--- config.mk ---
export PLATFORM = sky130hd
export DESIGN_NAME = boss_action_sched
export DESIGN_NICKNAME = d
export VERILOG_FILES = /design/src/rtl/boss_action_sched.sv
export SDC_FILE = /design/constraint.sdc
export NUM_CORES = 1
export LEC_CHECK = 0
export BUFFER_PORTS_ARGS = -buffer_cell sky130_fd_sc_hd__buf_4
export CORE_MARGIN = 2
export CORE_UTILIZATION = 50
export CTS_CLUSTER_DIAMETER = 30
export DETAILED_ROUTE_END_ITERATION = 8
export PLACE_DENSITY = 0.75
export SYNTH_ARGS = -nofsm -noshare
export SYNTH_HDL_FRONTEND = slang
export SYNTH_SLANG_ARGS = --single-unit
--- constraint.sdc ---
create_clock -name clk -period 6.81 [get_ports clk]
set_input_delay 0.3405 -clock clk [delete_from_list [all_inputs] [get_ports clk]]
set_output_delay 0.3405 -clock clk [all_outputs]
set_load 0.01 [all_outputs]
--- src/rtl/boss_action_sched.sv ---
// boss_action_sched: frame-tick driven WAIT -> JUMP -> SHOOT boss sequencer with aggro-based targeting.
// Define BOSS_SCHED_ENRAGE_EN to enable the low-HP enrage mode (shorter waits, two extra shots).
module boss_action_sched #(
    parameter int WAIT_TICKS        = 40,
    parameter int ENRAGE_WAIT_TICKS = 20,
    parameter int SHOT_COUNT        = 3,
    parameter int SHOT_GAP          = 12,
    parameter int ENRAGE_HP         = 8,
    parameter int JUMP_TIMEOUT      = 255
) (
    input  logic        clk,
    input  logic        rst,
    input  logic        frame_tick,
    input  logic [1:0]  game_active,
    input  logic [7:0]  boss_hp,
    input  logic [11:0] boss_x,
    input  logic [11:0] char_x,
    input  logic [11:0] player_2_x,
    input  logic [3:0]  class_aggro,
    input  logic [3:0]  player_2_aggro,
    input  logic        player_2_present,
    input  logic        jump_done,
    output logic        jump_req,
    output logic        jump_dir,
    output logic [11:0] target_x,
    output logic        target_sel,
    output logic        shot_fire,
    output logic        shot_dir,
    output logic        enraged,
    output logic [2:0]  state_dbg
);

    typedef enum logic [2:0] {
        S_IDLE  = 3'd0,
        S_WAIT  = 3'd1,
        S_JUMP  = 3'd2,
        S_SHOOT = 3'd3,
        S_DEAD  = 3'd4
    } state_t;

    localparam logic [7:0] L_WAIT_RELOAD   = 8'(WAIT_TICKS);
    localparam logic [7:0] L_ENRAGE_RELOAD = 8'(ENRAGE_WAIT_TICKS);
    localparam logic [7:0] L_SHOTS         = 8'(SHOT_COUNT);
    localparam logic [7:0] L_SHOTS_ENRAGED = 8'(SHOT_COUNT + 2);
    localparam logic [7:0] L_GAP           = 8'(SHOT_GAP);
    localparam logic [7:0] L_TO_LAST       = 8'(JUMP_TIMEOUT - 1);
    localparam logic [7:0] L_ENRAGE_HP     = 8'(ENRAGE_HP);
`ifdef BOSS_SCHED_ENRAGE_EN
    localparam logic L_ENRAGE_ON = 1'b1;
`else
    localparam logic L_ENRAGE_ON = 1'b0;
`endif

    state_t      r_state;
    logic [7:0]  r_wait_cnt, r_shot_cnt, r_gap_cnt, r_to_cnt;
    logic        r_jump_req, r_jump_dir, r_target_sel, r_shot_fire, r_shot_dir, r_enraged;
    logic [11:0] r_target_x;

    logic        w_playing, w_sel_p2, w_enrage_hit;
    logic [11:0] w_tgt_x;
    logic [7:0]  w_wait_reload, w_shot_reload;

    // Target arbitration (ties go to player 1) and enrage-dependent reload values.
    always_comb begin
        w_playing     = (game_active == 2'd1);
        w_sel_p2      = player_2_present && (player_2_aggro > class_aggro);
        w_tgt_x       = w_sel_p2 ? player_2_x : char_x;
        w_enrage_hit  = L_ENRAGE_ON && (boss_hp != 8'd0) && (boss_hp <= L_ENRAGE_HP);
        w_wait_reload = r_enraged ? L_ENRAGE_RELOAD : L_WAIT_RELOAD;
        w_shot_reload = r_enraged ? L_SHOTS_ENRAGED : L_SHOTS;
    end

    // Enrage latch: once set it survives game_active drops and only rst clears it.
    always_ff @(posedge clk or posedge rst) begin
        if (rst) begin
            r_enraged <= 1'b0;
        end else if (w_enrage_hit) begin
            r_enraged <= 1'b1;
        end
    end

    // Main sequencer; pulse outputs default low so they last one cycle.
    always_ff @(posedge clk or posedge rst) begin
        if (rst) begin
            r_state      <= S_IDLE;
            r_wait_cnt   <= 8'd0;
            r_shot_cnt   <= 8'd0;
            r_gap_cnt    <= 8'd0;
            r_to_cnt     <= 8'd0;
            r_jump_req   <= 1'b0;
            r_jump_dir   <= 1'b1;
            r_target_sel <= 1'b0;
            r_target_x   <= 12'd0;
            r_shot_fire  <= 1'b0;
            r_shot_dir   <= 1'b0;
        end else begin
            r_jump_req  <= 1'b0;
            r_shot_fire <= 1'b0;
            if (!w_playing || (boss_hp == 8'd0)) begin
                r_state    <= w_playing ? S_DEAD : S_IDLE;
                r_wait_cnt <= 8'd0;
                r_shot_cnt <= 8'd0;
                r_gap_cnt  <= 8'd0;
                r_to_cnt   <= 8'd0;
            end else begin
                case (r_state)
                    S_IDLE: begin
                        r_state    <= S_WAIT;
                        r_wait_cnt <= w_wait_reload;
                    end
                    S_WAIT: begin
                        if (frame_tick) begin
                            if (r_wait_cnt != 8'd0) begin
                                r_wait_cnt <= r_wait_cnt - 8'd1;
                            end else begin
                                r_state      <= S_JUMP;
                                r_to_cnt     <= 8'd0;
                                r_jump_req   <= 1'b1;
                                r_target_sel <= w_sel_p2;
                                r_target_x   <= w_tgt_x;
                                r_jump_dir   <= (w_tgt_x < boss_x) ? 1'b0 : 1'b1;
                            end
                        end
                    end
                    S_JUMP: begin
                        // Landing beats a coinciding tick or timeout; ignored while the request is still up.
                        if (jump_done && !r_jump_req) begin
                            r_state    <= S_SHOOT;
                            r_shot_cnt <= w_shot_reload;
                            r_gap_cnt  <= 8'd0;
                            r_to_cnt   <= 8'd0;
                        end else if (frame_tick) begin
                            if (r_to_cnt == L_TO_LAST) begin
                                r_state    <= S_WAIT;
                                r_wait_cnt <= w_wait_reload;
                                r_to_cnt   <= 8'd0;
                            end else begin
                                r_to_cnt <= r_to_cnt + 8'd1;
                            end
                        end
                    end
                    S_SHOOT: begin
                        if (frame_tick) begin
                            if (r_gap_cnt == 8'd0) begin
                                r_shot_fire <= 1'b1;
                                r_shot_dir  <= (r_target_x < boss_x) ? 1'b0 : 1'b1;
                                r_gap_cnt   <= L_GAP;
                                if (r_shot_cnt <= 8'd1) begin
                                    r_state    <= S_WAIT;
                                    r_shot_cnt <= 8'd0;
                                    r_wait_cnt <= w_wait_reload;
                                end else begin
                                    r_shot_cnt <= r_shot_cnt - 8'd1;
                                end
                            end else begin
                                r_gap_cnt <= r_gap_cnt - 8'd1;
                            end
                        end
                    end
                    S_DEAD: begin
                        r_state <= S_DEAD;
                    end
                    default: begin
                        r_state <= S_IDLE;
                    end
                endcase
            end
        end
    end

    assign jump_req   = r_jump_req;
    assign jump_dir   = r_jump_dir;
    assign target_x   = r_target_x;
    assign target_sel = r_target_sel;
    assign shot_fire  = r_shot_fire;
    assign shot_dir   = r_shot_dir;
    assign enraged    = r_enraged;
    assign state_dbg  = r_state;

endmodule

==> results.cfg <==
[outcome]
outcome = completed

[cts]
htree_num_levels = 2
cts_made_buffers = 5
cts_resized = 0
cts_hold_buf = 0
cts_tree = yes
clkTransAtPathRegs_ps = 100
post_cts_buffers = 0
root_buffer = clkbuf_8
clock_path_buffers = 2
cts.sinks = 52
clk_latency_ps = 310

[synthesis]
yosysWarningCount = 0
synth_cell_types = 56
synth-edff-count = 0
syn_avg_cell_area_sq_um = 8.607
synth_area_sq_um = 3546
synth_cells = 412
synthArstFlopShare_pct = 100.0
syn_nets = 504
ys_seq_area_share_pct = 36.73
yosys_register_bits = 52
ys.flop_type = dfrtp_1

[placement]
io_buffers = 78
hpwl_mm = 6.337
gp_congestion = 0.9168
pre_cts_ws_ps = 3313
post-place-cells = 578

[drt]
vias = 3254
wl_per_cell_microns = 14.28
drt-pass1-iter-count = 4
drtIter0Drc = 133
wl_mm = 8.352
ant_nets = 0
vias_per_cell = 5.562
highest_layer = met4
wl_met1_mm = 3.873
drc = 0
wl_met3_microns = 420
dr_wl_met2_mm = 3.939

[pwr]
p_sw_uw = 259.9
peakVddDrop_mv = 0.1115
p_seq_share_pct = 46.6
p_int_uw = 531.0
p_per_area_nw_per_um2 = 183.5
clkPwrFrac_pct = 22.7
netSwitchingFraction_pct = 32.86
p_leak_uw = 0.002133
combPwrFrac_pct = 30.7

[final_layout]
drive_above_1_share_pct = 23.52
final_nets = 581
area_growth_pct = 21.56
n_antenna_cell = 0
fin_cells = 585

[critical_path]
crit_path_end_kind = flop
worst_r2r_path_depth = 6
cp-start-kind = input pin
r2r-end = jump_dir
worstSetupPathType = input pin to flop
arrival_ps = 3410
required_ps = 7030
cp_max_fo = 13
worstReg2RegStart = r_wait_cnt[3]
r2r_slack_ps = 3790

[timing]
tightest_slew_ps = 1186
min_period_ps = 3190
drv_slew = 0
fin_ws_ps = 3620
max_freq_mhz = 313.5
hold_viol = 0
period_share_pct = 46.85
rsz0062_at_grt = no
setup_violations = 0
slew_headroom_pct = 20.93
fin_hold_ws_ps = 195.9
fin_skew_ps = 11.23
fin_setup_tns_ps = 0

[global_route]
grtUsageTotal_pct = 22.01
grt_pass1_wl_mm = 13.79
grt_max_degree = 53
grt_pass1_vias = 3064
overflow = 0
antenna_found_initial = 0

[die]
die_x_microns = 88.21
placementRows = 30
start_util_pct = 51.90
die_area_sq_um = 7781
die_h_microns = 88.21
core_area_sq_um = 6832
io_pins = 80

[worst_hold_path]
hold_class = input pin to async pin

[job]
maxCapViolCount = 0
through the flow:
| stage | cell area (sq um) | utilization (%) | power [uW] |
|---|---|---|---|
| after floorplan | 3546 | - | 514.6 |
| after global routing | 4310 | 63.10 | 842.4 |
| after CTS | 4310 | 63.10 | 797.7 |
| after detailed placement | 4225 | 61.85 | 617.7 |
| after global placement | 4225 | 61.85 | 608.6 |
| final | 4310 | 63.10 | 790.9 |
cell usage after synthesis (2+ instances only):
master	number	area, sq um
nor3_1	13	65.06
or4_1	3	22.52
o21ai_0	27	135.1
nand4_1	9	56.30
o31ai_1	10	75.07
nand3b_1	3	22.52
a21o_1	4	30.03
nor4_1	6	37.54
mux2_2	13	146.4
a31oi_1	2	12.51
o211ai_1	3	22.52
nor2_1	29	108.9
clkbuf_1	7	26.28
ha_1	33	412.9
nand4b_1	2	17.52
buf_2	3	15.01
a211oi_1	4	30.03
a21oi_1	25	125.1
and2_1	2	12.51
or2_2	5	31.28
nand3_1	13	65.06
and3_1	6	37.54
inv_1	28	105.1
or3_1	3	18.77
o311ai_0	2	17.52
nand2b_1	8	50.05
dfrtp_1	51	1276
xor2_1	6	52.55
nand2_1	61	229.0
nor2b_1	5	31.28
worst max-delay path, cell delays in order:
cell	delay, ps
buf_4	80
inv_1	30
ha_1	280
nor2b_1	120
o211ai_1	80
a21oi_1	910
mux2_2	440
ha_1	290
a21o_1	160
nand3_1	80
a21oi_1	60
a2111oi_0	420
a21oi_1	130
logic make-up (layout without fill, tap and decap cells):
kind of cell,count (synthesis),in the layout,synth area share [%]
other,1,1,0.1058
AND/OR/NAND/NOR,175,175,24.70
flip-flops,52,52,36.73
buffers and inverters,39,116,4.340
XOR/XNOR,6,6,1.482
AO/OA/AOI/OAI,93,93,16.87
adder cells (fa/ha/maj),33,33,11.64
multiplexers,13,13,4.128
state kept, by name, indices dropped and copies added (netlist names), 3 cells and up:
signal	cells
r_gap_cnt	8
r_shot_cnt	8
r_to_cnt	8
r_wait_cnt	8
state_dbg	3
target_x	12
per-layer routing:
| metal | GRT usage (%) | vias to the layer above |
|---|---|---|
| met3 | 3.078 | 10 |
| met4 | 5.372 | 0 |
| met5 | 0 | - |
| met1 | 29.65 | 1529 |
| met2 | 37.66 | 90 |
| li1 | - | 1625 |
cell type report:
type / count / area [sq um]
timing repair buffer: 81 / 608.1
multi-input combinational: 321 / 2090
clock buffer: 5 / 68.82
tap: 96 / 120.1
clock inverter: 2 / 16.27
fill: 596 / 2521
sequential: 52 / 1303
inverter: 28 / 105.1
layout by cell type, fill, tap and decap left out, drive strengths merged, types with 8 or more instances in the layout:
master  Yosys  layout
nor2       29      29
buf         4      81
nand3      13      13
nand2b      8       8
mux2       13      13
o21ai      28      28
o31ai      10      10
dfrtp      51      51
inv        28      29
nor3       13      13
nand4       9       9
nand2      61      61
ha         33      33
a21oi      25      25
power groups by stage:
stage / Combinational (uW) / Clock [uW] / Sequential, uW
3_5_place_dp: 243 / 0 / 375
3_3_place_gp: 235 / 0 / 373
6_report: 243 / 180 / 369
4_1_cts: 244 / 185 / 368
5_1_grt: 273 / 197 / 373
2_1_floorplan: 135 / 0 / 379
how the worst max path moves through the flow:
stage	start	end	cells after the start
2_1_floorplan	class_aggro[1]	jump_dir	13
3_3_place_gp	player_2_aggro[1]	jump_dir	12
3_5_place_dp	class_aggro[1]	jump_dir	13
4_1_cts	class_aggro[1]	jump_dir	13
5_1_grt	class_aggro[1]	jump_dir	13
6_report	class_aggro[1]	jump_dir	13
No activity file was read; power rests on OpenSTA's default activity.
